$ cat src/rtl/spram_arbiter_if.sv
// Bus bundle between the address decoder, the DMA requester and the SPRAM bank.
// slave = arbiter side, master = requesters plus SPRAM side.
`timescale 1ns/1ps
interface spram_arbiter_if #(
    parameter int ADDR_W = 15,
    parameter int DATA_W = 8
);
    logic              cpu_phase;
    logic              cpu_req;
    logic              cpu_we;
    logic [ADDR_W-1:0] cpu_addr;
    logic [DATA_W-1:0] cpu_wdata;
    logic [DATA_W-1:0] cpu_rdata;
    logic              cpu_rvalid;

    logic              dma_req;
    logic              dma_we;
    logic [ADDR_W-1:0] dma_addr;
    logic [DATA_W-1:0] dma_wdata;
    logic              dma_ack;
    logic [DATA_W-1:0] dma_rdata;
    logic              dma_rvalid;

    logic [ADDR_W-1:0] ram_addr;
    logic              ram_we;
    logic [DATA_W-1:0] ram_wdata;
    logic [DATA_W-1:0] ram_rdata;

    modport slave (
        input  cpu_phase, cpu_req, cpu_we, cpu_addr, cpu_wdata,
        output cpu_rdata, cpu_rvalid,
        input  dma_req, dma_we, dma_addr, dma_wdata,
        output dma_ack, dma_rdata, dma_rvalid,
        output ram_addr, ram_we, ram_wdata,
        input  ram_rdata
    );

    modport master (
        output cpu_phase, cpu_req, cpu_we, cpu_addr, cpu_wdata,
        input  cpu_rdata, cpu_rvalid,
        output dma_req, dma_we, dma_addr, dma_wdata,
        input  dma_ack, dma_rdata, dma_rvalid,
        input  ram_addr, ram_we, ram_wdata,
        output ram_rdata
    );
endinterface

$ cat src/rtl/spram_arbiter.sv
// Shares one 32K x 8 SPRAM between the 65C02 (one access per cpu_clk low phase) and a DMA port.
// Optional ARB_STATS_EN adds dma_stall_cnt, a saturating count of DMA cycles lost to the CPU.
`timescale 1ns/1ps
module spram_arbiter #(
    parameter int ADDR_W = 15,
    parameter int DATA_W = 8
) (
    input  logic           clk,
    input  logic           reset_n,
    spram_arbiter_if.slave bus
`ifdef ARB_STATS_EN
    ,
    output logic [15:0]    dma_stall_cnt
`endif
);

    // Read tags ride alongside the SPRAM latency so each read returns to its owner.
    localparam logic [1:0] TAG_NONE = 2'd0;
    localparam logic [1:0] TAG_CPU  = 2'd1;
    localparam logic [1:0] TAG_DMA  = 2'd2;

    logic              phase_q;
    logic              served;
    logic              cpu_elig;
    logic              dma_grant;
    logic              acc_valid;
    logic              acc_we;
    logic [ADDR_W-1:0] acc_addr;
    logic [DATA_W-1:0] acc_wdata;
    logic [1:0]        acc_tag;
    logic [1:0]        tag_acc;
    logic [1:0]        tag_smp;

    assign cpu_elig  = !bus.cpu_phase && bus.cpu_req && !served;
    assign dma_grant = !cpu_elig && bus.dma_req;

    always_comb begin
        acc_valid = 1'b0;
        acc_we    = 1'b0;
        acc_addr  = bus.dma_addr;
        acc_wdata = bus.dma_wdata;
        acc_tag   = TAG_NONE;
        if (cpu_elig) begin
            acc_valid = 1'b1;
            acc_we    = bus.cpu_we;
            acc_addr  = bus.cpu_addr;
            acc_wdata = bus.cpu_wdata;
            acc_tag   = bus.cpu_we ? TAG_NONE : TAG_CPU;
        end else if (dma_grant) begin
            acc_valid = 1'b1;
            acc_we    = bus.dma_we;
            acc_tag   = bus.dma_we ? TAG_NONE : TAG_DMA;
        end
    end

    always_ff @(posedge clk or negedge reset_n) begin
        if (!reset_n) begin
            phase_q <= 1'b1;
            served  <= 1'b0;
        end else begin
            phase_q <= bus.cpu_phase;
            if (!phase_q && bus.cpu_phase) begin
                served <= 1'b0;
            end else if (cpu_elig) begin
                served <= 1'b1;
            end
        end
    end

    always_ff @(posedge clk or negedge reset_n) begin
        if (!reset_n) begin
            bus.ram_addr  <= '0;
            bus.ram_we    <= 1'b0;
            bus.ram_wdata <= '0;
            bus.dma_ack   <= 1'b0;
        end else begin
            bus.dma_ack <= dma_grant;
            bus.ram_we  <= acc_we;
            if (acc_valid) begin
                bus.ram_addr  <= acc_addr;
                bus.ram_wdata <= acc_wdata;
            end
        end
    end

    // tag_acc: ram regs loaded; tag_smp: SPRAM has sampled, data is on ram_rdata.
    always_ff @(posedge clk or negedge reset_n) begin
        if (!reset_n) begin
            tag_acc <= TAG_NONE;
            tag_smp <= TAG_NONE;
        end else begin
            tag_acc <= acc_tag;
            tag_smp <= tag_acc;
        end
    end

    always_ff @(posedge clk or negedge reset_n) begin
        if (!reset_n) begin
            bus.cpu_rdata  <= '0;
            bus.cpu_rvalid <= 1'b0;
            bus.dma_rdata  <= '0;
            bus.dma_rvalid <= 1'b0;
        end else begin
            bus.cpu_rvalid <= (tag_smp == TAG_CPU);
            bus.dma_rvalid <= (tag_smp == TAG_DMA);
            if (tag_smp == TAG_CPU) begin
                bus.cpu_rdata <= bus.ram_rdata;
            end
            if (tag_smp == TAG_DMA) begin
                bus.dma_rdata <= bus.ram_rdata;
            end
        end
    end

`ifdef ARB_STATS_EN
    always_ff @(posedge clk or negedge reset_n) begin
        if (!reset_n) begin
            dma_stall_cnt <= 16'h0000;
        end else if (bus.dma_req && cpu_elig && (dma_stall_cnt != 16'hFFFF)) begin
            dma_stall_cnt <= dma_stall_cnt + 16'h0001;
        end
    end
`endif

endmodule

$ cat src/flat_wrapper.sv
// flat-port wrapper written by rule: the top's interface ports become plain ports
module spram_arbiter_flat 
#(
    parameter int ADDR_W = 15,
    parameter int DATA_W = 8
)
  (clk, reset_n, bus_cpu_phase, bus_cpu_req, bus_cpu_we, bus_cpu_addr, bus_cpu_wdata, bus_cpu_rdata, bus_cpu_rvalid, bus_dma_req, bus_dma_we, bus_dma_addr, bus_dma_wdata, bus_dma_ack, bus_dma_rdata, bus_dma_rvalid, bus_ram_addr, bus_ram_we, bus_ram_wdata, bus_ram_rdata);
  spram_arbiter_if #(.ADDR_W(ADDR_W), .DATA_W(DATA_W)) bus_i ();
  input  logic clk;
  input  logic reset_n;
  input wire logic [$bits(bus_i.cpu_phase)-1:0] bus_cpu_phase;
  input wire logic [$bits(bus_i.cpu_req)-1:0] bus_cpu_req;
  input wire logic [$bits(bus_i.cpu_we)-1:0] bus_cpu_we;
  input wire logic [$bits(bus_i.cpu_addr)-1:0] bus_cpu_addr;
  input wire logic [$bits(bus_i.cpu_wdata)-1:0] bus_cpu_wdata;
  output wire logic [$bits(bus_i.cpu_rdata)-1:0] bus_cpu_rdata;
  output wire logic [$bits(bus_i.cpu_rvalid)-1:0] bus_cpu_rvalid;
  input wire logic [$bits(bus_i.dma_req)-1:0] bus_dma_req;
  input wire logic [$bits(bus_i.dma_we)-1:0] bus_dma_we;
  input wire logic [$bits(bus_i.dma_addr)-1:0] bus_dma_addr;
  input wire logic [$bits(bus_i.dma_wdata)-1:0] bus_dma_wdata;
  output wire logic [$bits(bus_i.dma_ack)-1:0] bus_dma_ack;
  output wire logic [$bits(bus_i.dma_rdata)-1:0] bus_dma_rdata;
  output wire logic [$bits(bus_i.dma_rvalid)-1:0] bus_dma_rvalid;
  output wire logic [$bits(bus_i.ram_addr)-1:0] bus_ram_addr;
  output wire logic [$bits(bus_i.ram_we)-1:0] bus_ram_we;
  output wire logic [$bits(bus_i.ram_wdata)-1:0] bus_ram_wdata;
  input wire logic [$bits(bus_i.ram_rdata)-1:0] bus_ram_rdata;
  assign bus_i.cpu_phase = bus_cpu_phase;
  assign bus_i.cpu_req = bus_cpu_req;
  assign bus_i.cpu_we = bus_cpu_we;
  assign bus_i.cpu_addr = bus_cpu_addr;
  assign bus_i.cpu_wdata = bus_cpu_wdata;
  assign bus_cpu_rdata = bus_i.cpu_rdata;
  assign bus_cpu_rvalid = bus_i.cpu_rvalid;
  assign bus_i.dma_req = bus_dma_req;
  assign bus_i.dma_we = bus_dma_we;
  assign bus_i.dma_addr = bus_dma_addr;
  assign bus_i.dma_wdata = bus_dma_wdata;
  assign bus_dma_ack = bus_i.dma_ack;
  assign bus_dma_rdata = bus_i.dma_rdata;
  assign bus_dma_rvalid = bus_i.dma_rvalid;
  assign bus_ram_addr = bus_i.ram_addr;
  assign bus_ram_we = bus_i.ram_we;
  assign bus_ram_wdata = bus_i.ram_wdata;
  assign bus_i.ram_rdata = bus_ram_rdata;
  spram_arbiter #(.ADDR_W(ADDR_W), .DATA_W(DATA_W)) u_core (.clk(clk), .reset_n(reset_n), .bus(bus_i));
endmodule
$ cat config.mk
export PLATFORM = sky130hd
export DESIGN_NAME = spram_arbiter_flat
export DESIGN_NICKNAME = d
export VERILOG_FILES = /design/src/rtl/spram_arbiter_if.sv /design/src/rtl/spram_arbiter.sv /design/src/flat_wrapper.sv
export SDC_FILE = /design/constraint.sdc
export NUM_CORES = 1
export LEC_CHECK = 0
export BUFFER_PORTS_ARGS = -buffer_cell sky130_fd_sc_hd__buf_4
export CORE_UTILIZATION = 41
export CTS_CLUSTER_SIZE = 40
export DETAILED_ROUTE_END_ITERATION = 7
export MAX_ROUTING_LAYER = met4
export PLACE_DENSITY_LB_ADDON = 0.12
export SYNTH_ARGS = -nofsm -noshare
export SYNTH_HDL_FRONTEND = slang
export SYNTH_SLANG_ARGS = --single-unit
$ cat constraint.sdc
create_clock -name clk -period 1.4 [get_ports clk]
set_input_delay 0 -clock clk [delete_from_list [all_inputs] [get_ports clk]]
set_output_delay 0 -clock clk [all_outputs]
set_load 0.03 [all_outputs]
Word-level counts from Yosys, hierarchy flattened
Cells that the tools add are included.
{ "word_totals": {"reg_bits": 49, "input_bits": 61, "out_inout_bits": 43, "word_cells": 35} }
{ "op_classes": {"n_reduce_logical": 9, "eq_ne": 2, "mux": 12} }
{ "op_table": {"columns": ["operator", "count"], "rows": [
  ["15-bit two-way mux", 1],
  ["8-bit two-way mux", 1],
  ["1-bit two-way mux", 7],
  ["2-bit two-way mux", 3],
  ["1-bit logical AND", 4],
  ["1-bit zero test", 4],
  ["2-bit by 1-bit equality test with 1-bit output, second input constant", 1],
  ["2-bit equality test, second input constant", 1],
  ["2-bit nonzero test", 1]
]} }

Logic depth before layout (Yosys ltp)
{ "logic_depth": {"ltp_word": 7, "depth_mapped": 4, "ltp_nobuf": 2} }

Least setup slack after synthesis
No wires, ideal clock.
{ "synth_timing": {"path_type": "register to register", "start": "reg u_core.served", "end": "reg u_core.bus.ram_addr[10]", "setup_time_ps": 125, "path_buffers": 2, "t_required_ps": 1275, "arrival_time_ps": 1293, "setup_slack_ps": -18, "period_less_slack_ps": 1418, "stages_incl_launch_ff": 5, "path_cell_list": "dfrtp_1 or3b_1 buf_6 buf_6 mux2_4"} }
{ "synth_via": {"elab_chain_cells": 6, "elab_cells_between_ends": 7, "cone_classes": "mux: 3; reduce/logical: 4"} }
{ "synth_rtl": {"columns": ["element", "line_no", "rtl"], "rows": [
  ["from (decl)", "spram_arbiter.sv:23", "logic served;"],
  ["from (signal assigned)", "spram_arbiter.sv:59", "served <= 1'b0;"],
  ["from (signal assigned)", "spram_arbiter.sv:63", "served <= 1'b0;"],
  ["from (signal assigned)", "spram_arbiter.sv:65", "served <= 1'b1;"],
  ["1-bit zero test (*)", "spram_arbiter.sv:34", "assign cpu_elig = !bus.cpu_phase && bus.cpu_req && !served;"],
  ["1-bit logical AND (*)", "spram_arbiter.sv:34", null],
  ["1-bit zero test", "spram_arbiter.sv:35", "assign dma_grant = !cpu_elig && bus.dma_req;"],
  ["1-bit logical AND", "spram_arbiter.sv:35", null],
  ["1-bit two-way mux", "spram_arbiter.sv:49", "end else if (dma_grant) begin"],
  ["1-bit two-way mux", "spram_arbiter.sv:43", "if (cpu_elig) begin"],
  ["to (signal assigned)", "spram_arbiter.sv:80", "bus.ram_addr <= acc_addr;"],
  ["to (decl)", "spram_arbiter_if.sv:34", "output ram_addr, ram_we, ram_wdata,"]
]} }
Mark *: on every way between the ends. The rest lies on a longest branch, timed or not.
A chain may end at the register's enable or synchronous reset.

Worst setup path in the final report
{ "layout_timing": {"start": "reg u_core.served", "end": "reg u_core.bus.ram_addr[3]"} }
The elaborated chain is that of the path after synthesis.

==> out/summary.txt <==
Number of top-level design ports - 104
Pin slew with the least headroom to its limit - 606 ps
Die area - 5480 um^2
Min-delay worst type - primary input to flop
Count of buffers added by post-CTS timing repair for setup - 0
Clock root cell - sky130_fd_sc_hd__clkbuf_8
Fraction of final layout cells with drive strength greater than 1 - 0.652
Ranking of synthesized cells by instance count - 48 x sky130_fd_sc_hd__dfrtp_1, 46 x sky130_fd_sc_hd__mux2_2, 16 x sky130_fd_sc_hd__mux2_4
Fin. Hold Viols - 0
Switching power total - 0.00128 W
Total global-route track usage - 0.192
FMAX - 0.715 GHz
Final instance area - 3450 um^2
H-tree level count - 2
Cell type with the largest total area after synthesis - sky130_fd_sc_hd__dfrtp_1
Fill cells - 331
Area growth from synthesis to final layout - 62.2%
Most frequently used cell type in the post-synthesis netlist - sky130_fd_sc_hd__dfrtp_1
Maximum number of pins on one net before global-route repair - 50
Clock Skew - 7.90 ps
Setup slack at placement - -41.9 ps
Initial DRC count - 22
Wire length of the first global-routing pass - 7.55 mm
End of the worst register-to-register path - u_core.bus.ram_addr[3]$_DFFE_PN0P_
Critical Path Source - u_core.served$_DFFE_PN0P_
Critical path peak fanout - 16
TritonCTS clock tree - yes
DRC violations left - 0
Sw Ratio - 0.309
Required time of the critical path - 1580 ps
Half-perimeter wire length after placement - 3.44 mm
Startpoint of the worst register-to-register path - u_core.served$_DFFE_PN0P_
Mean number of vias per cell - 4.59
Vias - 1576
Sequential group share of total power - 0.420
Area share of the leading cell type in the synthesized netlist - 0.565
Max Slew Vio Count - 0
Layout net count - 336
Synthesized Nets - 193
Number of buffers created by CTS - 5
Final core utilization - 0.711
Slew HR - 0.596
Initial core utilization - 0.438
Kind of critical path - flop to flop
Antenna violation net count after detailed routing - 0
Areal power density over the cells - 1200 nW/um^2
Antenna cells - 0
Placed instance area - 2950 um^2
Clock group share of total power - 0.241
Clock Tree Buf Depth - 2
LEAKAGE - 1.70 nW
Type of element capturing the critical path - flop
Standard-cell rows - 25
Iteration count of the initial detailed-routing pass - 3
Width of the chip - 74.0 um
Internal power component - 0.00287 W
Count of buffers from port buffering - 103
Placer congestion estimate - 0.722
Clock transition at path regs - 90 ps
Data arrival time of the critical path - 1580 ps
Number of sinks handled by clock tree synthesis - 49
Result of the run - completed
Vias in the first global route - 1666
Initial antenna violation count - 0
Number of flops mapped to enable cells by yosys - 0
Commonest register cell after synthesis - sky130_fd_sc_hd__dfrtp_1
Die span in y - 74.0 um
Number of synthesized register bits - 49
Smallest setup slack after layout - 1.30 ps
Largest vdd supply drop - 0.549 mV
Path depth of the worst reg2reg path - 3
Syn Std Cell Area - 2130 um^2
Maximum Capacitance Violations - 0
Core Area - 4850 um^2
RSZ-0062 raised after global routing - yes
Routed wire length per instance - 14.9 um
Gate count of the mapped netlist - 132
Share of the yosys chip area belonging to registers - 0.577
Setup crit start kind - flop
Share of async-settable or async-resettable flops after synthesis - 1.00
Clock insertion delay at the later pin of the skew report - 300 ps
Number of failing setup endpoints in the final timing report - 0
Avg Synthesized Cell Area - 16.1 um^2
Worst Setup EP - u_core.bus.ram_addr[3]$_DFFE_PN0P_
Final min period - 1400 ps
Post-synth cell types - 18
Final cycle utilization of the critical path - 0.999
Warnings, synthesis - 0
Synth top area cells - sky130_fd_sc_hd__dfrtp_1 57%, sky130_fd_sc_hd__mux2_2 24%, sky130_fd_sc_hd__mux2_4 11%
Total Wirelength - 5.13 mm
Total global routing overflow - 0
Combinational share of power - 0.339
Register-to-register setup slack - 1 ps
-- critical path: stages, from the launching register on --
cell                      delay, ps
sky130_fd_sc_hd__dfrtp_1        400
sky130_fd_sc_hd__or3b_4         410
sky130_fd_sc_hd__buf_12         180
sky130_fd_sc_hd__mux2_4         300
-- power groups by stage --
stage          Sequential [W]  Clock [W]  Combinational (W)
3_5_place_dp          0.00177          0            0.00133
5_1_grt               0.00177    0.00108            0.00148
4_1_cts               0.00174    0.00103            0.00142
3_3_place_gp          0.00176          0            0.00129
6_report              0.00174    0.00100            0.00141
2_1_floorplan         0.00217          0           0.000357
-- sequential cells by signal, summed over array words and instances, names as in the netlist --
signal and flops:
u_core.bus.ram_wdata 8, u_core.bus.cpu_rdata 8, u_core.bus.dma_rvalid 1, u_core.bus.cpu_rvalid 1, u_core.bus.dma_rdata 8, u_core.tag_smp 2, u_core.bus.ram_addr 15, u_core.bus.dma_ack 1
u_core.tag_acc 2, u_core.bus.ram_we 1, u_core.phase_q 1, u_core.served 1
-- worst min-delay path by stage --
stage,from,to,cells after the start
2_1_floorplan,reset_n,u_core.bus.cpu_rdata[0]$_DFFE_PN0P_,0
3_3_place_gp,reset_n,u_core.bus.ram_addr[4]$_DFFE_PN0P_,1
3_5_place_dp,reset_n,u_core.bus.ram_addr[4]$_DFFE_PN0P_,1
4_1_cts,bus_dma_addr[11],u_core.bus.ram_addr[11]$_DFFE_PN0P_,3
5_1_grt,bus_dma_wdata[0],u_core.bus.ram_wdata[0]$_DFFE_PN0P_,3
6_report,bus_dma_addr[11],u_core.bus.ram_addr[11]$_DFFE_PN0P_,3
-- cells by family after synthesis --
group	count (synthesis)	synth area share
DFF	49	0.577
AOI/OAI and AO/OA	1	0.00235
buffers and inverters	10	0.0347
muxes	63	0.361
and+or+nand+nor	9	0.0241
-- layout make-up --
type / count / area (um^2) / area share
Clock buffer: 5 / 68.8 / 0.0200
Clock inverter: 3 / 46.3 / 0.0134
Inverter: 2 / 7.51 / 0.00218
Multi-Input combinational cell: 73 / 827 / 0.240
Sequential cell: 49 / 1230 / 0.356
Tap cell: 67 / 83.8 / 0.0243
Timing Repair Buffer: 144 / 1190 / 0.344
-- routing by layer --
| layer | routed length [um] | global-route usage | vias up |
|---|---|---|---|
| met2 | 2840 | 0.360 | 61 |
| met3 | 257 | 0.0312 | 11 |
| met5 | 0 | - | - |
| met1 | 1940 | 0.201 | 761 |
| li1 | - | - | 743 |
| met4 | 92 | 0.0705 | 0 |
-- placed cells by master (no fill, tap or decap), types with 2 or more instances in the layout --
| cell type | n |
|---|---|
| sky130_fd_sc_hd__buf_4 | 106 |
| sky130_fd_sc_hd__dfrtp_1 | 48 |
| sky130_fd_sc_hd__mux2_2 | 46 |
| sky130_fd_sc_hd__dlygate4sd3_1 | 36 |
| sky130_fd_sc_hd__mux2_4 | 16 |
| sky130_fd_sc_hd__clkbuf_8 | 5 |
| sky130_fd_sc_hd__inv_1 | 2 |
| sky130_fd_sc_hd__nor2_1 | 2 |
| sky130_fd_sc_hd__nand2_1 | 2 |
-- metrics by stage --
stage / hold slack, ps / total power [W] / std cells / TNS (ps)
2_1_floorplan: -296 / 0.00253 / 132 / -286
3_3_place_gp: 37.8 / 0.00305 / 299 / 0
3_5_place_dp: 55.9 / 0.00310 / 299 / -325
4_1_cts: 48.3 / 0.00419 / 343 / 0
5_1_grt: 50.0 / 0.00433 / 343 / -100
6_report: 54.2 / 0.00415 / 343 / 0
-- repair_timing --
| action | CTS | global route |
|---|---|---|
| endpoints found under the hold margin | 92 | 0 |
| endpoints found under the setup margin | 16 | 9 |
| resized for setup | 5 | 0 |
| hold buffers | 36 | 0 |
No activity file was read; power rests on OpenSTA's default activity.
